`src/rtl/cmpr_pkg.sv`:
```
// Shared definitions for the pipelined compare macrocell: op encodings,
// the op field width, and the pipeline slot layout.
package cmpr_pkg;

  localparam int CMPR_OP_W = 4;

  typedef enum logic [CMPR_OP_W-1:0] {
    OP_EQ  = 4'd0,
    OP_NE  = 4'd1,
    OP_LTU = 4'd2,
    OP_LEU = 4'd3,
    OP_GTU = 4'd4,
    OP_GEU = 4'd5,
    OP_LTS = 4'd6,
    OP_LES = 4'd7,
    OP_GTS = 4'd8,
    OP_GES = 4'd9
  } cmpr_op_e;

  localparam logic [CMPR_OP_W-1:0] OP_LAST_LEGAL = 4'd9;

  typedef struct packed {
    logic pred;
    logic res;
  } stage_t;

endpackage

```
`src/rtl/cmpr_pipe_stage.sv`:
```
// One stall-aware pipeline register holding a {pred, res} slot.
module cmpr_pipe_stage
  import cmpr_pkg::*;
(
  input  logic   clk,
  input  logic   rst_n,
  input  logic   stall,
  input  stage_t d,
  output stage_t q
);

  stage_t stage_d, stage_q;

  always_comb begin
    stage_d = stall ? stage_q : d;
  end

  always_ff @(posedge clk or negedge rst_n) begin
    if (!rst_n) stage_q <= '0;
    else        stage_q <= stage_d;
  end

  assign q = stage_q;

endmodule

```
`src/rtl/cmpr_pipe.sv`:
```
// Pipelined multi-mode integer comparator with predicate and global stall.
// Define CMPR_PIPE_SIGNED_EN for two's-complement ops 6..9; otherwise they alias 2..5.
module cmpr_pipe
  import cmpr_pkg::*;
#(
  parameter int width   = 4,
  parameter int LATENCY = 2
) (
  input  logic                 clk,
  input  logic                 rst_n,
  input  logic                 stall,
  input  logic                 pred,
  input  logic [CMPR_OP_W-1:0] op,
  input  logic [width-1:0]     i0,
  input  logic [width-1:0]     i1,
  output logic                 o0_enable,
  output logic [width-1:0]     o0,
  output logic                 err
);

  logic eq, lt_u, lt_s, illegal, cmp, res;
  logic err_d, err_q;
  stage_t [LATENCY:0] chain;

  assign eq   = (i0 == i1);
  assign lt_u = (i0 < i1);
`ifdef CMPR_PIPE_SIGNED_EN
  // At width 1 the lone bit is the sign, so 1 < 0 holds.
  assign lt_s = ($signed(i0) < $signed(i1));
`else
  assign lt_s = lt_u;
`endif
  assign illegal = (op > OP_LAST_LEGAL);

  always_comb begin
    cmp = 1'b0;
    case (op)
      OP_EQ:   cmp = eq;
      OP_NE:   cmp = !eq;
      OP_LTU:  cmp = lt_u;
      OP_LEU:  cmp = lt_u | eq;
      OP_GTU:  cmp = !(lt_u | eq);
      OP_GEU:  cmp = !lt_u;
      OP_LTS:  cmp = lt_s;
      OP_LES:  cmp = lt_s | eq;
      OP_GTS:  cmp = !(lt_s | eq);
      OP_GES:  cmp = !lt_s;
      default: cmp = 1'b0;
    endcase
  end

  assign res = pred & !illegal & cmp;

  always_comb begin
    err_d = err_q | (!stall & pred & illegal);
  end

  always_ff @(posedge clk or negedge rst_n) begin
    if (!rst_n) err_q <= 1'b0;
    else        err_q <= err_d;
  end

  assign chain[0] = '{pred: pred, res: res};

  for (genvar g = 0; g < LATENCY; g++) begin : g_stage
    cmpr_pipe_stage u_stage (
      .clk   (clk),
      .rst_n (rst_n),
      .stall (stall),
      .d     (chain[g]),
      .q     (chain[g+1])
    );
  end

  assign o0_enable = chain[LATENCY].pred;
  assign o0        = width'(chain[LATENCY].res);
  assign err       = err_q;

endmodule

```
`config.mk`:
```
export PLATFORM = sky130hd
export DESIGN_NAME = cmpr_pipe
export DESIGN_NICKNAME = d
export VERILOG_FILES = /design/src/rtl/cmpr_pkg.sv /design/src/rtl/cmpr_pipe_stage.sv /design/src/rtl/cmpr_pipe.sv
export SDC_FILE = /design/constraint.sdc
export NUM_CORES = 1
export LEC_CHECK = 0
export CAP_MARGIN = 20
export CORE_AREA = 3 3 40 42
export DETAILED_ROUTE_END_ITERATION = 7
export DIE_AREA = 0 0 43 45
export GPL_TIMING_DRIVEN = 0
export PLACE_DENSITY_LB_ADDON = 0.3
export REMOVE_ABC_BUFFERS = 1
export SLEW_MARGIN = 10
export SYNTH_ARGS = -nofsm -noshare
export SYNTH_HDL_FRONTEND = slang
export SYNTH_SLANG_ARGS = --single-unit
```
`constraint.sdc`:
```
create_clock -name clk -period 1.04 [get_ports clk]
set_input_delay 0.208 -clock clk [delete_from_list [all_inputs] [get_ports clk]]
set_output_delay 0.208 -clock clk [all_outputs]
set_load 0.005 [all_outputs]
```
==> results of run 1 <==
cells in the final DEF, fill, tap and decap left out, drive strengths merged, types with 2 or more instances in the layout:
cell	instances
buf	9
clkbuf	6
dfrtp	5
nand2	4
dlygate4sd2	4
ha	4
inv	4
conb	3
clkdlybuf4s50	3
o21ai	3
mux2	2
a21oi	2
nor2b	2
timing repair:
| action | in CTS | in global routing |
|---|---|---|
| hold buffers | 0 | 0 |
| resized for setup | 46 | 8 |
| pin swaps | 11 | 6 |
| buffers inserted | 1 | 0 |
| endpoints found under the setup margin | 4 | 3 |
registers in the layout, indices dropped and copies added (netlist names):
register / flops
g_stage.u_stage.q: 4
err: 1
worst paths after layout:
path / slack, ns / to / from / cells after the start
max in group asynchronous: 0.67 / g_stage[1].u_stage.q[1] / rst_n / 1
min: 0.19 / g_stage[0].u_stage.q[0] / rst_n / 1
max: -0.08 / g_stage[0].u_stage.q[0] / op[1] / 5
max reg2reg: 0.30 / g_stage[1].u_stage.q[1] / g_stage[0].u_stage.q[1] / 1
min reg2reg: 0.48 / g_stage[0].u_stage.q[1] / g_stage[0].u_stage.q[1] / 2
min in group clk: 0.41 / g_stage[0].u_stage.q[0] / op[3] / 2
stage by stage:
| stage | cell area [um2] | std cells | utilization [%] | hold slack (ns) | setup TNS [ns] |
|---|---|---|---|---|---|
| after floorplan | 362.8 | 40 | - | -0.08759 | -0.2336 |
| after global placement | 561.8 | 73 | 43.72 | 0.4468 | -1.457 |
| after detailed placement | 561.8 | 73 | 43.72 | 0.4432 | -1.505 |
| after CTS | 608.1 | 78 | 47.32 | 0.1874 | -0.1193 |
| after global routing | 620.6 | 78 | 48.30 | 0.2011 | -0.1940 |
| final | 620.6 | 78 | 48.30 | 0.1873 | -0.08259 |
power by group through the flow:
| stage | clock network [mW] | registers, mW | logic [mW] |
|---|---|---|---|
| 2_1_floorplan | 0 | 0.222 | 0.0640 |
| 3_3_place_gp | 0 | 0.221 | 0.161 |
| 3_5_place_dp | 0 | 0.222 | 0.164 |
| 4_1_cts | 0.228 | 0.219 | 0.166 |
| 5_1_grt | 0.241 | 0.221 | 0.201 |
| 6_report | 0.220 | 0.219 | 0.179 |
synthesized netlist by cell type:
cell	n
a211oi_1	1
o21bai_1	1
a31oi_1	1
o21ai_0	1
dfrtp_1	5
or3_1	1
o211ai_1	1
nand4_1	1
xor2_1	1
nand2b_1	1
o21ai_1	2
ha_1	4
conb_1	1
nor2_1	1
o311ai_2	1
nand2_1	4
nor2b_1	2
buf_4	4
inv_1	4
and4b_1	1
a21oi_1	2
mux2_2	2
cell type report:
class | instances | area [um2]
Clock buffer | 4 | 26.28
Fill cell | 144 | 664.4
Inverter | 4 | 17.52
Multi-Input combinational cell | 31 | 287.8
Sequential cell | 5 | 125.1
Tap cell | 15 | 18.77
Timing Repair Buffer | 19 | 145.1
logic make-up (layout without fill, tap and decap cells):
kind of cell | after synthesis | after routing | share of synthesized area (%)
compound gates | 10 | 10 | 18.19
other cells | 1 | 3 | 0.9731
xor+xnor | 1 | 1 | 2.273
flops | 5 | 5 | 32.47
simple gates | 11 | 11 | 15.59
mux | 2 | 2 | 5.844
fa+ha+maj | 4 | 4 | 12.99
buf+inv | 8 | 27 | 11.69
metal layers:
| layer | wire length, um | global-route usage, % | vias up |
|---|---|---|---|
| li1 | - | - | 183 |
| met2 | 435 | 19.16 | 17 |
| met4 | 4 | 7.229 | 0 |
| met1 | 338 | 9.535 | 164 |
| met3 | 68 | 2.390 | 2 |
| met5 | 0 | 0 | - |
critical path, cell delays in order:
cell           delay, ns
dlygate4sd2_1       0.29
or3_1               0.37
a21oi_2             0.13
a31oi_1             0.05
o311ai_2            0.20
==> results.py, run 1 <==
metrics = {
    "outcome": {
        "outcome": "complete, but fails checks",
        "violations": "negative setup slack",
    },
    "route": {
        "wire_per_inst_um": 10.85,
        "wirelength_um": 846,
        "firstDrtPassIters": 2,
        "drt_iter0_drc": 1,
        "dr_total_vias": 366,
        "drc_errors": 0,
        "postRouteAntennaNets": 0,
        "via_per_inst": 4.692,
    },
    "cts": {
        "clk_latency_ns": 0.24,
        "clk_pin_slew_ns": 0.04,
        "root_buffer": "clkbuf_4",
        "clkSinkCount": 5,
        "h-tree-depth": 1,
        "clk_path_buf_depth": 2,
        "numCtsBuffers": 3,
        "tritoncts": "yes",
    },
    "global_route": {
        "overflow": 0,
        "grt_max_degree": 7,
        "grt_pass1_wl_mm": 1.414,
        "antenna_found_initial": 0,
        "grt_pass1_vias": 396,
        "grt_usage_pct": 10.13,
    },
    "synth": {
        "ys_seq_area_share_pct": 32.47,
        "synth_seq_cells": 5,
        "yosys_warnings": 0,
        "synth_top_area_cell": "dfrtp_1",
        "syn_inst": 42,
        "postSynthAreaPerCell_um2": 9.175,
        "synth_top_area_share_pct": 32.47,
        "syn_area_um2": 385.4,
        "synthTopCellsByArea": "dfrtp_1 32%, ha_1 13%, buf_4 7.8%, mux2_2 5.8%, o311ai_2 4.2%",
        "synth.distinct_cells": 22,
    },
    "power": {
        "ir_drop_uv": 334.8,
        "cellPowerDensity_nw_per_um2": 994.3,
        "combPwrFrac_pct": 28.9,
        "p_sw_mw": 0.1598,
        "pwr-share-seq_pct": 35.4,
        "p_clk_share_pct": 35.6,
        "switching_share_pct": 25.90,
        "p_int_mw": 0.4573,
        "p_leak_nw": 0.2850,
        "p_total_mw": 0.6171,
    },
    "final_layout": {
        "syn_to_final_growth_pct": 61.04,
        "drive_above_1_share_pct": 44.44,
        "diodes": 0,
        "nets": 84,
    },
    "job": {
        "max_cap_violations": 0,
    },
    "sta": {
        "final_max_slew_viol_count": 0,
        "fin_worst_skew_ns": 0.00007935,
        "rsz0062_at_grt": "true",
        "setup_slack_ns": -0.08259,
        "hold_viol": 0,
        "fmaxAchievable_ghz": 0.8908,
        "layout_min_cycle_time_ns": 1.123,
        "setup_viol": 1,
        "min_period_over_period_pct": 107.9,
    },
    "floorplanning": {
        "die_area_um2": 1935,
        "start_util_pct": 29.99,
        "rows": 13,
        "pin_count": 22,
        "die_height_um": 45,
        "core_area_um2": 1285,
        "dieWidth_um": 43,
    },
    "place": {
        "io_buffers": 18,
        "dp_slack_ns": -0.7942,
        "place.gp.congestion": 0.6885,
        "hpwl_um": 638.5,
    },
    "worst_setup_path": {
        "critPathCaptureType": "flip-flop",
        "worst-path-max-fanout": 6,
        "path_class": "in -> reg",
        "cp_data_required_time_ns": 1.18,
        "worstPathArrival_ns": 1.27,
        "startpoint_type": "primary input",
    },
    "worst_hold_path": {
        "hold_class": "in -> async",
    },
}
No activity file was read; power rests on OpenSTA's default activity.
==> run 2, diff against run 1 <==
--- a/config.mk
+++ b/config.mk
@@ -10,6 +10,7 @@
 export DETAILED_ROUTE_END_ITERATION = 7
 export DIE_AREA = 0 0 43 45
 export GPL_TIMING_DRIVEN = 0
+export HOLD_SLACK_MARGIN = 0.12
 export PLACE_DENSITY_LB_ADDON = 0.3
 export REMOVE_ABC_BUFFERS = 1
 export SLEW_MARGIN = 10
==> constraint.sdc (replaced) <==
create_clock -name clk -period 1.3 [get_ports clk]
set_input_delay 0.26 -clock clk [delete_from_list [all_inputs] [get_ports clk]]
set_output_delay 0.26 -clock clk [all_outputs]
set_load 0.005 [all_outputs]
==> run 2 against run 1 <==
The run now ends clean. Largest cell class unchanged. Count of clock-buffer cells in the layout is the same. Cell area shrank 2.4%. Via count shrank 1.4%. Hold slack gained 0.052 ns. Sequential cell count is the same.
==> results.py, run 2 (synthesis gave the netlist of run 1 again) <==
metrics = {
    "outcome": {
        "outcome": "completed",
    },
    "route": {
        "wirelength_um": 821,
        "firstDrtPassIters": 2,
        "dr_total_vias": 361,
        "postRouteAntennaNets": 0,
        "drt_iter0_drc": 1,
        "wire_per_inst_um": 10.53,
        "drc_errors": 0,
        "via_per_inst": 4.628,
    },
    "final_layout": {
        "multiInputGateArea_um2": 276.5,
        "regArea_um2": 125.1,
        "final_cells": 78,
        "drive_above_1_share_pct": 38.10,
        "nets": 84,
        "final_common_cell": "dlygate4sd2_1",
        "largest_reg_flops": 4,
        "syn_to_final_growth_pct": 57.14,
        "diodes": 0,
        "n_fill_cell": 147,
        "most-common-layout-cells": "7 x dlygate4sd2_1, 5 x dfrtp_1, 5 x clkbuf_2",
    },
    "global_route": {
        "grt_usage_pct": 9.372,
        "grt_max_degree": 7,
        "antenna_found_initial": 0,
        "overflow": 0,
        "grt_pass1_vias": 371,
        "grt_pass1_wl_mm": 1.324,
    },
    "cts": {
        "cts_hold_buf": 0,
        "clk_latency_ns": 0.24,
        "clk_pin_slew_ns": 0.04,
        "h-tree-depth": 1,
        "clkSinkCount": 5,
        "numCtsBuffers": 3,
        "root_buffer": "clkbuf_4",
        "clk_path_buf_depth": 2,
        "tritoncts": "yes",
    },
    "place": {
        "hpwl_um": 638.5,
        "dp.cells": 73,
        "place.gp.congestion": 0.6885,
        "io_buffers": 18,
    },
    "floorplanning": {
        "die_area_um2": 1935,
        "start_util_pct": 29.99,
        "pin_count": 22,
        "dieWidth_um": 43,
        "rows": 13,
        "die_height_um": 45,
        "core_area_um2": 1285,
    },
    "worst_setup_path": {
        "startpoint_type": "primary input",
        "r2r_cells": 1,
        "max_stage_delay_ns": 0.23,
        "r2r_slack_ns": 0.56,
        "path_depth": 7,
        "worst-path-max-fanout": 2,
        "cp_data_required_time_ns": 1.41,
        "critPathCaptureType": "flip-flop",
        "slowest_stage": "ha_4",
        "cp.buffers_inverters": 1,
        "path_class": "in -> reg",
        "worstPathArrival_ns": 1.32,
        "worstPathCellList": "buf_2 > ha_4 > nor2b_1 > o211ai_1 > a211oi_2 > o21ai_2 > o311ai_2",
        "cpLargestDelayFamily": "compound AO/OA/AOI/OAI gates",
    },
    "job": {
        "max_cap_violations": 0,
    },
    "sta": {
        "setup_viol": 0,
        "holdWs_ns": 0.2396,
        "hold_viol": 0,
        "layout_min_cycle_time_ns": 1.211,
        "final_max_slew_viol_count": 0,
        "min_period_over_period_pct": 93.15,
        "fin_worst_skew_ns": 0.00005659,
        "fmaxAchievable_ghz": 0.8258,
    },
    "power": {
        "p_leak_nw": 0.2756,
        "ir_drop_uv": 247.5,
        "cellPowerDensity_nw_per_um2": 795.1,
    },
    "worst_hold_path": {
        "hold_class": "in -> async",
    },
}
==> run 2: worst paths after layout <==
check,start,endpoint
min,rst_n,g_stage[0].u_stage.q[0]
max reg2reg,g_stage[0].u_stage.q[1],g_stage[1].u_stage.q[1]
min in group clk,op[3],g_stage[0].u_stage.q[0]
max in group asynchronous,rst_n,err
min reg2reg,err,err
max,i0[1],g_stage[0].u_stage.q[0]
==> run 2: area by class of cell <==
| type | count | area share, % |
|---|---|---|
| Sequential cell | 5 | 20.66 |
| Timing Repair Buffer | 19 | 23.76 |
| Clock buffer | 4 | 4.339 |
| Multi-Input combinational cell | 31 | 45.66 |
| Tap cell | 15 | 3.099 |
| Inverter | 4 | 2.479 |
==> run 2: metal layers <==
layer | part of all wire [%] | GRT usage [%]
met5 | 0 | 0
met4 | 0.49 | 7.229
met3 | 8.4 | 2.390
met2 | 48 | 16.77
met1 | 43 | 9.291
==> run 2: power breakdown <==
group,internal (mW),leakage [nW],switching (mW)
Combinational,0.0718,0.200,0.0595
Clock,0.116,0.0150,0.0598
Sequential,0.169,0.0603,0.00534
Total,0.357,0.276,0.125
==> run 2: through the flow <==
step	setup slack [ns]	TNS, ns	instance area [um2]	util [%]	total power, mW
after floorplan	-0.02557	-0.02557	362.8	-	0.2286
after detailed placement	-0.5862	-0.5862	561.8	43.72	0.3084
final	0.08901	0	605.6	47.13	0.4815
after global placement	-0.5559	-0.5559	561.8	43.72	0.3058
after global routing	-0.01473	-0.01473	605.6	47.13	0.5188
after CTS	0.007601	0	598.1	46.54	0.4813
==> run 2: timing repair <==
action | CTS | global route
setup buffers | 1 | 0
resized for setup | 26 | 14
pin swaps | 9 | 9
setup endpoints to repair | 4 | 1
==> run 3, diff against run 2 <==
--- a/config.mk
+++ b/config.mk
@@ -9,6 +9,7 @@
 export CORE_AREA = 3 3 40 42
 export DETAILED_ROUTE_END_ITERATION = 7
 export DIE_AREA = 0 0 43 45
+export DONT_BUFFER_PORTS = 1
 export GPL_TIMING_DRIVEN = 0
 export HOLD_SLACK_MARGIN = 0.12
 export PLACE_DENSITY_LB_ADDON = 0.3
==> run 3 against run 2 <==
Sequential power hardly changed. Register-to-register slack lost 0.02 ns. Hold slack lost 0.097 ns. Core utilization is 14 points lower. Setup slack better by 0.064 ns. Cell area down 30%. Power decreased by 13%. Cell count fell by 22%. Die area is the same.
==> results.py, run 3 (synthesis gave the netlist of run 1 again) <==
metrics = {
    "route": {
        "via_per_inst": 4.852,
        "postRouteAntennaNets": 0,
        "firstDrtPassIters": 1,
        "wire_per_inst_um": 11.07,
        "dr_total_vias": 296,
        "drt_iter0_drc": 0,
        "wirelength_um": 675,
        "drc_errors": 0,
    },
    "floorplanning": {
        "die_height_um": 45,
        "start_util_pct": 29.99,
        "core_area_um2": 1285,
        "dieWidth_um": 43,
        "die_area_um2": 1935,
        "rows": 13,
        "pin_count": 22,
    },
    "power": {
        "combPwrFrac_pct": 15.8,
        "cellPowerDensity_nw_per_um2": 985.2,
        "p_clk_share_pct": 42.1,
        "p_leak_nw": 0.1989,
        "p_sw_mw": 0.09928,
        "switching_share_pct": 23.69,
        "pwr-share-seq_pct": 42.1,
        "ir_drop_uv": 220.2,
        "p_int_mw": 0.3198,
    },
    "sta": {
        "holdWs_ns": 0.1424,
        "fmaxAchievable_ghz": 0.8719,
        "fin_setup_tns_ns": 0,
        "final_max_slew_viol_count": 0,
        "min_period_over_period_pct": 88.22,
        "layout_min_cycle_time_ns": 1.147,
        "setup_viol": 0,
        "rsz0062_at_grt": "false",
        "hold_viol": 0,
        "fin_worst_skew_ns": 0.00008002,
        "setup_slack_ns": 0.1531,
    },
    "global_route": {
        "grt_pass1_vias": 330,
        "use_met1_pct": 8.959,
        "use_met2_pct": 13.77,
        "gr-max-usage-layer": "met2",
        "grt_usage_pct": 8.757,
        "overflow": 0,
        "grtUsageMet3_pct": 3.984,
        "grt_pass1_wl_mm": 1.200,
        "grt_max_degree": 7,
        "antenna_found_initial": 0,
    },
    "worst_setup_path": {
        "max_stage_delay_ns": 0.31,
        "startpoint_type": "primary input",
        "worstPathCellList": "inv_1 > ha_1 > nand4_1 > buf_4 > a21oi_1 > a31oi_1 > o311ai_2",
        "worstPathArrival_ns": 1.29,
        "slowest_stage": "ha_1",
        "r2r_end": "g_stage[1].u_stage.q[1]",
        "r2r_cells": 1,
        "r2r_slack_ns": 0.54,
        "worst-path-max-fanout": 3,
        "cp_data_required_time_ns": 1.44,
        "r2r_start": "g_stage[1].u_stage.q[1]",
        "critPathCaptureType": "flip-flop",
        "path_class": "in -> reg",
    },
    "final_layout": {
        "fin_util_pct": 33.11,
        "final_cells": 61,
        "regArea_um2": 125.1,
        "final_common_cell": "dfrtp_1",
        "multiInputGateArea_um2": 222.7,
        "largest_reg_flops": 4,
        "diodes": 0,
        "drive_above_1_share_pct": 15.22,
        "nets": 67,
        "syn_to_final_growth_pct": 10.39,
        "n_fill_cell": 146,
        "most-common-layout-cells": "5 x dfrtp_1, 4 x inv_1, 4 x nand2_1, 4 x ha_1",
    },
    "place": {
        "dp.cells": 55,
        "hpwl_um": 591.5,
        "io_buffers": 0,
        "dp_slack_ns": -0.1156,
        "place.gp.congestion": 0.6500,
    },
    "cts": {
        "h-tree-depth": 1,
        "clk_latency_ns": 0.23,
        "clk_pin_slew_ns": 0.04,
        "clkSinkCount": 5,
        "cts_resized": 0,
        "numCtsBuffers": 3,
        "clk_path_buf_depth": 2,
        "root_buffer": "clkbuf_4",
        "tritoncts": "yes",
    },
    "worst_hold_path": {
        "hold_start": "stall",
        "hold_class": "in -> reg",
        "whs_endpoint": "g_stage[0].u_stage.q[1]",
        "hold_depth": 2,
    },
    "outcome": {
        "outcome": "completed",
    },
    "job": {
        "max_cap_violations": 0,
    },
}
-- run 3: cell types whose count changed in the layout (fill, tap and decap cells not counted), moves of 3 or more --
cell,previous run,this run
dlygate4sd2_1,7,0
clkbuf_2,5,0
clkdlybuf4s50_1,3,0
ha_1,1,4
ha_4,3,0
inv_1,1,4
inv_2,3,0
-- run 3: final cells by class --
cell class                      instances  share of cell area, %
Multi-Input combinational cell         31                  52.35
Tap cell                               15                  4.412
Timing Repair Buffer                    2                  4.118
Clock buffer                            4                  6.176
Inverter                                4                  3.529
Sequential cell                         5                  29.41
-- run 3: per-stage QoR --
stage | cell area, um2 | power, mW
after floorplan | 362.8 | 0.2286
after global placement | 381.6 | 0.2373
after detailed placement | 381.6 | 0.2396
after CTS | 417.9 | 0.4323
after global routing | 425.4 | 0.4614
final | 425.4 | 0.4191
-- run 3: power groups by stage --
| stage | clock, mW | combinational (mW) | sequential [mW] |
|---|---|---|---|
| 6_report | 0.177 | 0.0661 | 0.176 |
| 5_1_grt | 0.205 | 0.0780 | 0.178 |
| 4_1_cts | 0.190 | 0.0657 | 0.177 |
| 3_5_place_dp | 0 | 0.0604 | 0.179 |
| 3_3_place_gp | 0 | 0.0582 | 0.179 |
| 2_1_floorplan | 0 | 0.0512 | 0.177 |
-- run 3: what timing repair did --
item                                    4_1_cts  5_1_grt
hold buffers                                  1        0
endpoints found under the hold margin         5        0
endpoints found under the setup margin        0        1
buffers inserted                              0        1
-- run 3: worst max path at each step --
stage	start	to	depth (start not counted)	slack, ns
finish	i1[3]	g_stage[0].u_stage.q[0]	7	0.15
global route	i1[3]	g_stage[0].u_stage.q[0]	7	0.04
CTS	i1[3]	g_stage[0].u_stage.q[0]	7	0.15
detailed placement	i1[3]	g_stage[0].u_stage.q[0]	7	-0.12
global placement	i1[1]	g_stage[0].u_stage.q[0]	7	-0.09
floorplan	i1[1]	g_stage[0].u_stage.q[0]	7	-0.03
-- run 3: critical path: cells and delay by family --
family / cells / cell delay, ns
adder cells (fa/ha/maj): 1 / 0.31
AO/OA/AOI/OAI: 3 / 0.39
buffers and inverters: 2 / 0.19
AND/OR/NAND/NOR: 1 / 0.14
-- run 3: routing by layer --
layer,part of all wire (%),vias up,wire length (um)
li1,-,148,-
met1,43,129,291
met2,45,17,304
met3,11,2,74
met4,0.59,0,4
met5,0,-,0
